$ cat config.mk
export PLATFORM = sky130hd
export DESIGN_NAME = fetch_decode_frontend
export DESIGN_NICKNAME = d
export VERILOG_FILES = /design/src/rtl/fetch_decode_frontend.sv
export SDC_FILE = /design/constraint.sdc
export NUM_CORES = 1
export LEC_CHECK = 0
export ABC_AREA = 1
export CORE_ASPECT_RATIO = 0.9
export CORE_MARGIN = 1
export CORE_UTILIZATION = 45
export CTS_CLUSTER_DIAMETER = 120
export DETAILED_ROUTE_END_ITERATION = 6
export PLACE_DENSITY = 0.75
export SETUP_SLACK_MARGIN = 0.2
export SLEW_MARGIN = 15
export SYNTH_ARGS = -nofsm -noshare
export SYNTH_HDL_FRONTEND = slang
export SYNTH_SLANG_ARGS = --single-unit
$ cat constraint.sdc
create_clock -name clk -period 1.9 [get_ports clk]
set_clock_uncertainty 0.15 [all_clocks]
set_input_delay 0.19 -clock clk [delete_from_list [all_inputs] [get_ports clk]]
set_output_delay 0.19 -clock clk [all_outputs]
set_load 0.005 [all_outputs]
$ cat src/rtl/fetch_decode_frontend.sv
// RV32I fetch + decode front end: F holds the fetched word, D the decoded fields.
// Optional macro DECODE_ILLEGAL_CHECK_EN enables strict illegal-encoding detection.
module fetch_decode_frontend #(
  parameter logic [31:0] RESET_PC = 32'h0000_0000
) (
  input  logic        clk,
  input  logic        reset,
  input  logic        jump,
  input  logic [31:0] jump_addr,
  output logic [31:0] cache_addr,
  input  logic [31:0] cache_data,
  input  logic        cache_valid,
  output logic        dec_valid,
  input  logic        dec_ready,
  output logic [31:0] dec_pc,
  output logic [31:0] dec_instr,
  output logic [3:0]  dec_op,
  output logic [4:0]  dec_rd,
  output logic [4:0]  dec_rs1,
  output logic [4:0]  dec_rs2,
  output logic [2:0]  dec_funct3,
  output logic        dec_funct7b5,
  output logic [31:0] dec_imm,
  output logic        dec_rd_we,
  output logic        dec_rs1_use,
  output logic        dec_rs2_use,
  output logic        dec_illegal
);

  localparam logic [3:0] OP_ILLEGAL = 4'd0;
  localparam logic [3:0] OP_LUI     = 4'd1;
  localparam logic [3:0] OP_AUIPC   = 4'd2;
  localparam logic [3:0] OP_JAL     = 4'd3;
  localparam logic [3:0] OP_JALR    = 4'd4;
  localparam logic [3:0] OP_BRANCH  = 4'd5;
  localparam logic [3:0] OP_LOAD    = 4'd6;
  localparam logic [3:0] OP_STORE   = 4'd7;
  localparam logic [3:0] OP_OPIMM   = 4'd8;
  localparam logic [3:0] OP_OP      = 4'd9;
  localparam logic [3:0] OP_FENCE   = 4'd10;
  localparam logic [3:0] OP_SYSTEM  = 4'd11;

  typedef struct packed {
    logic [31:0] pc;
    logic [31:0] instr;
    logic [3:0]  op;
    logic [4:0]  rd;
    logic [4:0]  rs1;
    logic [4:0]  rs2;
    logic [2:0]  funct3;
    logic        funct7b5;
    logic [31:0] imm;
    logic        rd_we;
    logic        rs1_use;
    logic        rs2_use;
    logic        illegal;
  } dec_t;

  logic [31:0] pc;
  logic [31:0] f_pc;
  logic [31:0] f_instr;
  logic        f_valid;
  logic        d_valid;
  dec_t        d_q;
  dec_t        d_n;
  logic        f_to_d;
  logic        f_accept;

  assign cache_addr = pc;
  assign f_to_d     = f_valid && (!d_valid || dec_ready);
  assign f_accept   = cache_valid && (!f_valid || f_to_d);

  logic [6:0]  opc;
  logic [2:0]  f3;
  logic [31:0] imm_i, imm_s, imm_b, imm_u, imm_j;
  logic        known;

  assign opc   = f_instr[6:0];
  assign f3    = f_instr[14:12];
  assign imm_i = {{20{f_instr[31]}}, f_instr[31:20]};
  assign imm_s = {{20{f_instr[31]}}, f_instr[31:25], f_instr[11:7]};
  assign imm_b = {{19{f_instr[31]}}, f_instr[31], f_instr[7],
                  f_instr[30:25], f_instr[11:8], 1'b0};
  assign imm_u = {f_instr[31:12], 12'b0};
  assign imm_j = {{11{f_instr[31]}}, f_instr[31], f_instr[19:12],
                  f_instr[20], f_instr[30:21], 1'b0};

  always_comb begin
    d_n          = '0;
    known        = 1'b1;
    d_n.pc       = f_pc;
    d_n.instr    = f_instr;
    d_n.rd       = f_instr[11:7];
    d_n.rs1      = f_instr[19:15];
    d_n.rs2      = f_instr[24:20];
    d_n.funct3   = f3;
    d_n.funct7b5 = f_instr[30];
    unique case (1'b1)
      opc == 7'b0110111: begin
        d_n.op = OP_LUI; d_n.imm = imm_u; d_n.rd_we = 1'b1;
      end
      opc == 7'b0010111: begin
        d_n.op = OP_AUIPC; d_n.imm = imm_u; d_n.rd_we = 1'b1;
      end
      opc == 7'b1101111: begin
        d_n.op = OP_JAL; d_n.imm = imm_j; d_n.rd_we = 1'b1;
      end
      opc == 7'b1100111: begin
        d_n.op = OP_JALR; d_n.imm = imm_i;
        d_n.rd_we = 1'b1; d_n.rs1_use = 1'b1;
      end
      opc == 7'b1100011: begin
        d_n.op = OP_BRANCH; d_n.imm = imm_b;
        d_n.rs1_use = 1'b1; d_n.rs2_use = 1'b1;
      end
      opc == 7'b0000011: begin
        d_n.op = OP_LOAD; d_n.imm = imm_i;
        d_n.rd_we = 1'b1; d_n.rs1_use = 1'b1;
      end
      opc == 7'b0100011: begin
        d_n.op = OP_STORE; d_n.imm = imm_s;
        d_n.rs1_use = 1'b1; d_n.rs2_use = 1'b1;
      end
      opc == 7'b0010011: begin
        d_n.op = OP_OPIMM; d_n.imm = imm_i;
        d_n.rd_we = 1'b1; d_n.rs1_use = 1'b1;
      end
      opc == 7'b0110011: begin
        d_n.op = OP_OP; d_n.rd_we = 1'b1;
        d_n.rs1_use = 1'b1; d_n.rs2_use = 1'b1;
      end
      opc == 7'b0001111: begin
        d_n.op = OP_FENCE; d_n.imm = imm_i;
      end
      opc == 7'b1110011: begin
        d_n.op = OP_SYSTEM; d_n.imm = imm_i;
      end
      default: known = 1'b0;
    endcase
`ifdef DECODE_ILLEGAL_CHECK_EN
    if (!known)
      d_n.illegal = 1'b1;
    if (d_n.op == OP_JALR && f3 != 3'd0)
      d_n.illegal = 1'b1;
    if (d_n.op == OP_BRANCH && (f3 == 3'd2 || f3 == 3'd3))
      d_n.illegal = 1'b1;
    if (d_n.op == OP_LOAD && (f3 == 3'd3 || f3 >= 3'd6))
      d_n.illegal = 1'b1;
    if (d_n.op == OP_STORE && f3 > 3'd2)
      d_n.illegal = 1'b1;
    if (d_n.op == OP_OP && !(f_instr[31:25] == 7'h00 ||
        (f_instr[31:25] == 7'h20 && (f3 == 3'd0 || f3 == 3'd5))))
      d_n.illegal = 1'b1;
    if (d_n.op == OP_OPIMM && f3 == 3'd1 && f_instr[31:25] != 7'h00)
      d_n.illegal = 1'b1;
    if (d_n.op == OP_OPIMM && f3 == 3'd5 &&
        !(f_instr[31:25] == 7'h00 || f_instr[31:25] == 7'h20))
      d_n.illegal = 1'b1;
    if (d_n.illegal) begin
      d_n.op      = OP_ILLEGAL;
      d_n.imm     = '0;
      d_n.rd_we   = 1'b0;
      d_n.rs1_use = 1'b0;
      d_n.rs2_use = 1'b0;
    end
`else
    // Unknown opcodes become a harmless OPIMM that writes nothing.
    if (!known) begin
      d_n.op  = OP_OPIMM;
      d_n.imm = imm_i;
    end
`endif
    if (d_n.rd == 5'd0)
      d_n.rd_we = 1'b0;
  end

  always_ff @(posedge clk) begin
    if (reset) begin
      pc      <= RESET_PC;
      f_pc    <= '0;
      f_instr <= '0;
      f_valid <= 1'b0;
      d_valid <= 1'b0;
      d_q     <= '0;
    end else if (jump) begin
      pc      <= jump_addr;
      f_valid <= 1'b0;
      d_valid <= 1'b0;
    end else begin
      if (f_accept) begin
        f_pc    <= pc;
        f_instr <= cache_data;
        pc      <= pc + 32'd4;
        f_valid <= 1'b1;
      end else if (f_to_d) begin
        f_valid <= 1'b0;
      end
      if (f_to_d) begin
        d_q     <= d_n;
        d_valid <= 1'b1;
      end else if (dec_ready) begin
        d_valid <= 1'b0;
      end
    end
  end

  assign dec_valid    = d_valid;
  assign dec_pc       = d_q.pc;
  assign dec_instr    = d_q.instr;
  assign dec_op       = d_q.op;
  assign dec_rd       = d_q.rd;
  assign dec_rs1      = d_q.rs1;
  assign dec_rs2      = d_q.rs2;
  assign dec_funct3   = d_q.funct3;
  assign dec_funct7b5 = d_q.funct7b5;
  assign dec_imm      = d_q.imm;
  assign dec_rd_we    = d_q.rd_we;
  assign dec_rs1_use  = d_q.rs1_use;
  assign dec_rs2_use  = d_q.rs2_use;
  assign dec_illegal  = d_q.illegal;

endmodule

==> metrics.csv, run 1 <==
stage;metric;value;unit
global_route;overflow;0;
setup_path;worstSetupStartpoint;f_instr[6];
min_path;hold_start;reset;
synthesis;yosysUniqueCellTypes;41;
synthesis;synthTopCellsByCount;dfxtp_1 (201), nand2_1 (185), o21ai_0 (154);
detailed_routing;vias_per_cell;5.53;
detailed_routing;wirelength;31.7;mm
floorplan;coreArea;0.0186;mm2
min_path;worstHoldPathType;in2reg;
synthesis;async_flop_share;0;%
setup_path;critical_path_arrival;2.24;ns
placed_design;port_buffers;223;
power;clockPowerShare;42.5;%
cts;clk_pin_slew;0.06;ns
sta;finalSetupViolations;4;
detailed_routing;wl_met1;12.0;mm
global_route;grt_pass1_wl;43.1;mm
flow_run;cap_violations;0;
setup_path;crit_fanout;5;
floorplan;dieArea;0.0197;mm2
synthesis;yosysMostFrequentCell;dfxtp_1;
synthesis;netlist_instances;1172;
synthesis;ys_warn_count;0;
detailed_routing;drt-initial-drc-count;851;
power;p_per_area;729;mW/mm2
power;intPower;7760;uW
detailed_routing;top_layer_used;met4;
synthesis;syn_area;0.00862;mm2
sta;finalCritPeriodShare;103;%
sta;layout_setup_ws;-0.0577;ns
setup_path;critPathKind;reg2reg;
synthesis;synth_top_cell_area_share;46.7;%
final_layout;drive_above_1_share;29.4;%
sta;final.min_clock_period;1.96;ns
floorplan;die_x;148;um
power;p_seq_share;44.0;%
global_route;grt_max_degree;54;
cts;clock_sinks;201;
global_route;grt_pass1_vias;8369;
outcome;status;complete, but fails checks;
placed_design;hpwlAfterDp;18.0;mm
detailed_routing;ant_nets;0;
synthesis;synth.avg_cell_area;7.35;um2
floorplan;rows;47;
detailed_routing;post-route-drc-count;0;
sta;slew_violations;0;
setup_path;cp_data_required_time;2.18;ns
synthesis;synth_ff_type;dfxtp_1;
detailed_routing;num_vias;9617;
final_layout;diodes;0;
sta;slew_headroom;52.1;%
power;power_leakage;0.00713;uW
cts;htree_levels;1;
outcome;failed_checks;negative setup slack;
synthesis;syn-num-nets;1242;
setup_path;crit_path_end_kind;flip-flop;
power;comb_power_share;13.5;%
power;netSwitchingPower;2590;uW
cts;ctsHoldBuffers;0;
final_layout;layout.nets;1549;
sta;worst_slew_pin_slew;0.719;ns
detailed_routing;met2_length;16.0;mm
detailed_routing;met3_length;2.76;mm
sta;rsz0062_at_grt;yes;
sta;max_freq;511;MHz
cts;cts_tree;yes;
placed_design;place_congestion;0.897;
synthesis;synth_edf_count;0;
cts;clockRootBuffer;clkbuf_16;
final_layout;final_area;0.0142;mm2
setup_path;startpoint_type;flip-flop;
setup_path;r2r-start;f_instr[6];
floorplan;die_h;133;um
detailed_routing;routedWlPerCell;18.2;um
cts;clock_path_buffers;3;
placed_design;preCtsSetupSlack;-0.115;ns
detailed_routing;first_pass_iters;5;
power;p_total;10300;uW
floorplan;io_pins;225;
power;ir_worst_vdd;0.618;mV
final_layout;syn_to_final_growth;64.7;%
synthesis;yosys_register_bits;201;
global_route;grtUsageTotal;27.3;%
synthesis;synth-seq-area-share;46.7;%
sta;hold_violations;0;
global_route;antenna_found_initial;0;
sta;fin_tns_setup;-0.102;ns
cts;clock_latency;0.50;ns
placed_design;placed_cell_area;0.0115;mm2
synthesis;ys_top_cells_by_area;dfxtp_1 (47%), o21ai_0 (8.9%), nand2_1 (8.1%);
cts;numCtsBuffers;22;
floorplan;initial_core_util;46.4;%
synthesis;yosys.area.top_type;dfxtp_1;
power;switching_share;25.0;%
==> layer usage <==
layer,up-vias,track usage (%)
met5,-,0
met4,0,7.39
met3,88,4.42
met2,545,49.1
met1,4520,33.7
li1,4464,-
==> per-stage QoR <==
step	util, %	hold WS (ns)	std cells
after floorplan	-	0.175	1172
after global placement	61.7	0.285	1626
after detailed placement	61.7	0.282	1626
after CTS	70.1	0.00337	1709
after global routing	76.4	0.0316	1740
final	76.4	0.0346	1740
==> area by class of cell <==
| class | count | area [um2] |
|---|---|---|
| timing repair buffer | 372 | 3990 |
| sequential | 201 | 4150 |
| clock inverter | 7 | 93.8 |
| inverter | 132 | 513 |
| clock buffer | 33 | 653 |
| multi-input combinational | 750 | 4490 |
| fill | 1235 | 4390 |
| tap | 245 | 307 |
==> critical path, stage by stage (launching register included) <==
cell and delay [ns]:
dfxtp_2 0.34, buf_6 0.12, nor3_4 0.22, nand2_2 0.10
nand2_4 0.10, buf_6 0.12, nor2_4 0.04, nand2_4 0.10
nand2_8 0.10, buf_12 0.15, buf_16 0.13, nand3_2 0.07
nor2_1 0.05, nor2_1 0.09
==> power groups by stage <==
stage | clock (uW) | sequential [uW] | combinational, uW
4_1_cts | 4410 | 4540 | 1180
2_1_floorplan | 0 | 4620 | 490
5_1_grt | 4600 | 4570 | 1490
6_report | 4400 | 4560 | 1390
3_3_place_gp | 0 | 4630 | 1100
3_5_place_dp | 0 | 4640 | 1120
==> sequential cells by signal (all words and copies together) (netlist names) <==
register	flops
dec_rd_we	1
dec_rs2_use	1
f_instr	32
dec_imm	32
cache_addr	32
dec_rs1_use	1
f_pc	32
dec_pc	32
dec_valid	1
f_valid	1
dec_op	4
dec_instr	32
==> cells by family after synthesis <==
family | Yosys count | share of synthesized area [%]
AOI/OAI and AO/OA | 320 | 19.9
xor gates and xnor gates | 5 | 0.508
adders and majority gates | 1 | 0.145
buffers and inverters | 222 | 11.2
DFF | 201 | 46.7
other | 1 | 0.0435
and+or+nand+nor | 422 | 21.6
==> worst paths after layout <==
check	to	slack, ns	cells past startpoint
max	dec_imm[14]	-0.06	13
min	dec_instr[7]	0.03	4
max reg2reg	dec_imm[14]	-0.06	13
min reg2reg	dec_pc[6]	0.29	2
==> what timing repair did <==
| item | 4_1_cts | 5_1_grt |
|---|---|---|
| gates resized for setup | 239 | 270 |
| cloned | 5 | 6 |
| pin swaps | 24 | 67 |
| endpoints found under the setup margin | 209 | 188 |
| buffers inserted | 38 | 25 |
==> cell usage in the layout, fill, tap and decap left out, drive strengths merged, types with 59 or more instances in the layout <==
cell | Yosys | routed
o21ai | 155 | 156
dlygate4sd2 | 0 | 65
nor2 | 138 | 138
inv | 132 | 132
clkdlybuf4s50 | 0 | 96
a21oi | 119 | 119
dlymetal6s2s | 0 | 59
buf | 50 | 144
dfxtp | 201 | 201
nand2 | 191 | 191
nand3 | 60 | 60
Power figures use the tool's default switching activity.
==> run 2: changes to the inputs <==
Settings changed: HOLD_SLACK_MARGIN set to 0.1.
==> metrics.csv, run 2 (synthesized netlist as in run 1, its figures left out) <==
stage;metric;value;unit;change
final_layout;layout.nets;1551;;was 1549
final_layout;syn_to_final_growth;64.9;%;was 64.7%
power;ir_worst_vdd;0.620;mV;was 0.618 mV
sta;slew_violations;0;;unchanged
placed_design;placed_cells;1626;;unchanged
cts;cts_tree;yes;;unchanged
floorplan;rows;47;;unchanged
floorplan;die_h;133;um;unchanged
min_path;worstHoldPathType;in2reg;;unchanged
setup_path;crit_fanout;5;;unchanged
final_layout;diodes;0;;unchanged
floorplan;io_pins;225;;unchanged
global_route;grtUsageTotal;27.4;%;was 27.3%
sta;slew_headroom;52.2;%;was 52.1%
final_layout;layout_common_cells;nand2_1 (159), dfxtp_1 (134), inv_1 (113);;unchanged
placed_design;place_congestion;0.897;;unchanged
global_route;grt_max_degree;54;;unchanged
setup_path;cp_data_required_time;2.18;ns;about the same
sta;final.min_clock_period;1.96;ns;about the same
cts;numCtsBuffers;22;;unchanged
cts;clockRootBuffer;clkbuf_16;;unchanged
setup_path;critPathKind;reg2reg;;unchanged
sta;max_freq;511;MHz;about the same
cts;clock_sinks;201;;unchanged
detailed_routing;first_pass_iters;7;;was 5
final_layout;nFillCells;1233;;was 1235
floorplan;initial_core_util;46.4;%;unchanged
placed_design;port_buffers;223;;unchanged
setup_path;critical_path_arrival;2.24;ns;about the same
sta;fin_tns_setup;-0.107;ns;was -0.102 ns
power;power_leakage;0.00714;uW;was 0.00713 uW
detailed_routing;num_vias;9676;;was 9617
global_route;grt_pass1_wl;43.2;mm;was 43.1 mm
global_route;grt_pass1_vias;8393;;was 8369
power;p_per_area;729;mW/mm2;about the same
sta;finalCritPeriodShare;103;%;about the same
floorplan;dieArea;0.0197;mm2;unchanged
placed_design;placed_cell_area;0.0115;mm2;unchanged
setup_path;crit_path_end_kind;flip-flop;;unchanged
flow_run;cap_violations;0;;unchanged
cts;clk_pin_slew;0.06;ns;about the same
sta;worst_slew_pin_slew;0.717;ns;was 0.719 ns
power;p_total;10400;uW;was 10300 uW
floorplan;coreArea;0.0186;mm2;unchanged
global_route;antenna_found_initial;0;;unchanged
sta;rsz0062_at_grt;yes;;unchanged
final_layout;final_util;76.5;%;was 76.4%
sta;layout_setup_ws;-0.0558;ns;was -0.0577 ns
detailed_routing;vias_per_cell;5.55;;was 5.53
sta;finalSetupViolations;4;;unchanged
detailed_routing;post-route-drc-count;0;;unchanged
floorplan;die_x;148;um;unchanged
cts;clock_path_buffers;3;;unchanged
setup_path;startpoint_type;flip-flop;;unchanged
final_layout;drive_above_1_share;29.4;%;about the same
final_layout;final_area;0.0142;mm2;about the same
detailed_routing;drt-initial-drc-count;901;;was 851
global_route;overflow;0;;unchanged
detailed_routing;wirelength;31.8;mm;was 31.7 mm
final_layout;layout.cells.non_filler;1742;;was 1740
outcome;failed_checks;negative setup slack;;unchanged
detailed_routing;routedWlPerCell;18.3;um;was 18.2 um
sta;hold_violations;0;;unchanged
detailed_routing;ant_nets;0;;unchanged
cts;htree_levels;1;;unchanged
final_layout;final_common_cell;nand2_1;;unchanged
outcome;status;complete, but fails checks;;unchanged
cts;clock_latency;0.50;ns;about the same
placed_design;hpwlAfterDp;18.0;mm;unchanged
[run 2: changes by cell type in the layout (fill, tap and decap cells not counted), sizes merged]
cell	change
dlygate4sd3	+2
[run 2: timing repair]
item	4_1_cts	5_1_grt
hold endpoints to repair	24	0
setup endpoints to repair	209	188
setup buffers	38	25
cloned	5	6
gates resized for setup	239	270
pin swaps	24	67
hold buffers	2	0
[run 2: path summary, 6_finish.rpt]
kind	start	end	slack [ns]	cells after the start
max	f_instr[6]	dec_imm[14]	-0.06	13
min	jump_addr[9]	cache_addr[9]	0.11	3
max reg2reg	f_instr[6]	dec_imm[14]	-0.06	13
min reg2reg	f_pc[6]	dec_pc[6]	0.29	2
[run 2: critical path: stages (launching register included)]
cell     delay (ns)
dfxtp_2        0.34
buf_6          0.12
nor3_4         0.22
nand2_2        0.11
nand2_4        0.10
buf_6          0.12
nor2_4         0.04
nand2_4        0.10
nand2_8        0.10
buf_12         0.15
buf_16         0.13
nand3_2        0.07
nor2_1         0.05
nor2_1         0.09
[run 2: area by class of cell]
cell class / count / area (um2) / share of cell area, %
clock buffers: 33 / 653 / 4.59
repair buffers: 374 / 4010 / 28.2
clock inverters: 7 / 93.8 / 0.660
well taps: 245 / 307 / 2.16
flip-flops and latches: 201 / 4150 / 29.2
inverters: 132 / 513 / 3.61
multi-input cells: 750 / 4490 / 31.6
[run 2: metal layers]
layer,global-route usage (%),wire (um),up-vias
met4,7.39,976,0
met2,49.3,16000,535
met3,4.42,2650,89
li1,-,-,4469
met1,33.7,12200,4583
met5,0,0,-
[run 2: metrics by stage]
step,hold slack [ns],worst slack [ns]
2_1_floorplan,0.175,0.205
3_3_place_gp,0.285,-0.00828
3_5_place_dp,0.282,-0.115
4_1_cts,0.107,0.0635
5_1_grt,0.139,-0.142
6_report,0.112,-0.0558
[run 2: power by group]
| part | switching, uW | total (uW) | internal, uW |
|---|---|---|---|
| Sequential | 143 | 4560 | 4410 |
| Combinational | 707 | 1400 | 692 |
| Clock | 1750 | 4400 | 2650 |
==> run 3: changes to the inputs <==
Settings changed: CORE_UTILIZATION 45 to 31, PLACE_DENSITY 0.75 to not set.
Clock period 1.9 ns to 2.2 ns, I/O delays scaled along.
==> metrics.csv, run 3 (synthesized netlist as in run 1, its figures left out) <==
stage;metric;value;unit;change
floorplan;dieArea;0.0285;mm2;was 0.0197 mm2
detailed_routing;vias_per_cell;4.80;;was 5.55
sta;rsz0062_at_grt;yes;;unchanged
floorplan;die_h;160;um;was 133 um
setup_path;worstSetupStartpoint;cache_addr[23];;was f_instr[6]
setup_path;path_delay_family;buffers and inverters;;was simple AND/OR/NAND/NOR gates
final_layout;layout.nets;1450;;was 1551
detailed_routing;routedWlPerCell;15.5;um;was 18.3 um
global_route;grt_pass1_wl;41.9;mm;was 43.2 mm
floorplan;coreArea;0.0272;mm2;was 0.0186 mm2
detailed_routing;top_layer_used;met4;;unchanged
placed_design;place_congestion;0.859;;was 0.897
sta;finalSetupViolations;0;;was 4
detailed_routing;met3_length;1.59;mm;was 2.65 mm
cts;clock_path_buffers;3;;unchanged
power;power_leakage;0.00489;uW;was 0.00714 uW
final_layout;nFillCells;2718;;was 1233
sta;max_freq;521;MHz;
power;clockPowerShare;44.7;%;was 42.5%
setup_path;crit_cells;1;;was 13
final_layout;ff_latch_area;0.00404;mm2;was 0.00415 mm2
sta;finalCritPeriodShare;87.3;%;
power;p_per_area;721;mW/mm2;was 729 mW/mm2
setup_path;max_stage_delay;0.57;ns;was 0.34 ns
detailed_routing;post-route-drc-count;0;;unchanged
global_route;antenna_found_initial;1;;was 0
detailed_routing;met2_length;12.3;mm;was 16.0 mm
final_layout;layout_common_cells;clkdlybuf4s50_1 (222), dfxtp_1 (189), nand2_1 (182);;was nand2_1 (159), dfxtp_1 (134), inv_1 (113)
placed_design;port_buffers;223;;unchanged
min_path;worstHoldPathType;in2reg;;unchanged
setup_path;cp_slowest_cell;clkdlybuf4s50_1;;was dfxtp_2
placed_design;placed_cell_area;0.0112;mm2;was 0.0115 mm2
final_layout;final_area;0.0123;mm2;was 0.0142 mm2
detailed_routing;first_pass_iters;5;;was 7
flow_run;cap_violations;0;;unchanged
setup_path;r2r-start;cache_addr[2];;was f_instr[6]
power;comb_power_share;10.6;%;was 13.5%
sta;worst_slew_pin_slew;0.654;ns;was 0.717 ns
cts;cts_tree;yes;;unchanged
cts;clk_pin_slew;0.06;ns;about the same
detailed_routing;wirelength;27.1;mm;was 31.8 mm
final_layout;drive_above_1_share;10.2;%;was 29.4%
power;netSwitchingPower;2130;uW;was 2600 uW
setup_path;cp_cell_sequence;clkdlybuf4s50_1;;was buf_6 > nor3_4 > nand2_2 > nand2_4 > buf_6 > nor2_4 > nand2_4 > nand2_8 > buf_12 > buf_16 > nand3_2 > nor2_1 > nor2_1
floorplan;initial_core_util;31.7;%;was 46.4%
cts;numCtsBuffers;23;;was 22
power;p_seq_share;44.6;%;was 44.0%
floorplan;rows;57;;was 47
setup_path;critPathKind;reg2out;;was reg2reg
floorplan;io_pins;225;;unchanged
placed_design;hpwlAfterDp;18.8;mm;was 18.0 mm
sta;layout_setup_ws;0.280;ns;was -0.0558 ns
setup_path;crit_path_end_kind;output port;;was flip-flop
final_layout;final_common_cell;clkdlybuf4s50_1;;was nand2_1
final_layout;syn_to_final_growth;42.4;%;was 64.9%
sta;slew_headroom;56.4;%;was 52.2%
global_route;overflow;0;;unchanged
placed_design;preCtsSetupSlack;0.129;ns;was -0.115 ns
global_route;grtUsageTotal;18.3;%;was 27.4%
detailed_routing;ant_nets;0;;unchanged
detailed_routing;wl_met1;12.6;mm;was 12.2 mm
setup_path;critical_path_arrival;1.55;ns;was 2.24 ns
sta;final.min_clock_period;1.92;ns;
global_route;grt_max_degree;65;;was 54
power;ir_worst_vdd;0.553;mV;was 0.620 mV
sta;hold_violations;0;;unchanged
cts;clock_latency;0.51;ns;was 0.50 ns
setup_path;crit_fanout;6;;was 5
setup_path;timing.rr.end;cache_addr[23];;was dec_imm[14]
final_layout;final_util;45.2;%;was 76.5%
global_route;grt_pass1_vias;7646;;was 8393
setup_path;startpoint_type;flip-flop;;unchanged
outcome;status;completed;;was complete, but fails checks
detailed_routing;drt-initial-drc-count;505;;was 901
setup_path;regToRegSetupSlack;0.29;ns;was -0.06 ns
floorplan;die_x;178;um;was 148 um
sta;fin_tns_setup;0;ns;was -0.107 ns
sta;slew_violations;0;;unchanged
setup_path;reg2regPathDepth;10;;was 13
cts;clockRootBuffer;clkbuf_16;;unchanged
power;switching_share;24.1;%;was 25.1%
cts;clock_sinks;201;;unchanged
setup_path;cp_data_required_time;1.83;ns;was 2.18 ns
cts;htree_levels;1;;unchanged
final_layout;multi_input_area;0.00371;mm2;was 0.00449 mm2
power;intPower;6710;uW;was 7760 uW
detailed_routing;num_vias;8410;;was 9676
setup_path;critPathCapture;cache_addr[23];;was dec_imm[14]
setup_path;crit_buf_inv;1;;was 4
## run 3: cell count changes in the layout (fill, tap and decap cells not counted), moves of 23 or more
cell and change:
dfxtp_1 +55, nand2_1 +23, buf_6 -28, clkdlybuf4s50_1 +126, dfxtp_2 -37, buf_4 -54
o21ai_1 -23, o21ai_0 +46, dlymetal6s2s_1 -59, dlygate4sd2_1 -65, nor2_1 +41
## run 3: area by class of cell
cell class                 instances  share of cell area, %
tap                              354                   3.61
clock buffer                      31                   5.26
multi-input combinational        750                   30.3
antenna                            1                 0.0204
clock inverter                    10                   1.13
inverter                         132                   4.10
timing repair buffer             272                   22.7
sequential                       201                   32.9
## run 3: power groups by stage
stage / Sequential (uW) / Combinational (uW) / Clock [uW]
after floorplan: 3990 / 423 / 0
after global placement: 4020 / 911 / 0
after detailed placement: 4020 / 915 / 0
after CTS: 3940 / 927 / 4050
after global routing: 3960 / 1040 / 4220
final: 3940 / 941 / 3960
## run 3: worst min-delay path by stage
| stage | from | end | cells past startpoint |
|---|---|---|---|
| final | jump_addr[9] | cache_addr[9] | 3 |
| after floorplan | jump_addr[0] | cache_addr[0] | 2 |
| after CTS | jump_addr[9] | cache_addr[9] | 3 |
| after detailed placement | f_pc[6] | dec_pc[6] | 2 |
| after global routing | jump_addr[9] | cache_addr[9] | 3 |
| after global placement | f_pc[6] | dec_pc[6] | 2 |
## run 3: per-stage QoR
step                      instances  total power [uW]  hold WS [ns]
final                          1751              8840         0.133
after global routing           1751              9220         0.124
after CTS                      1740              8920         0.119
after detailed placement       1697              4930         0.289
after global placement         1697              4930         0.289
after floorplan                1172              4410         0.205
## run 3: repair_timing
item | 4_1_cts | 5_1_grt
gates resized for setup | 1 | 30
endpoints found under the setup margin | 20 | 43
endpoints found under the hold margin | 34 | 0
hold buffers | 1 | 0
setup buffers | 0 | 9
cloned | 1 | 1
pin swaps | 0 | 7
## run 3: layer usage
metal / vias up / track usage [%]
met4: 0 / 4.27
met3: 37 / 2.98
met2: 260 / 29.6
li1: 4261 / -
met5: - / 0
met1: 3852 / 25.4
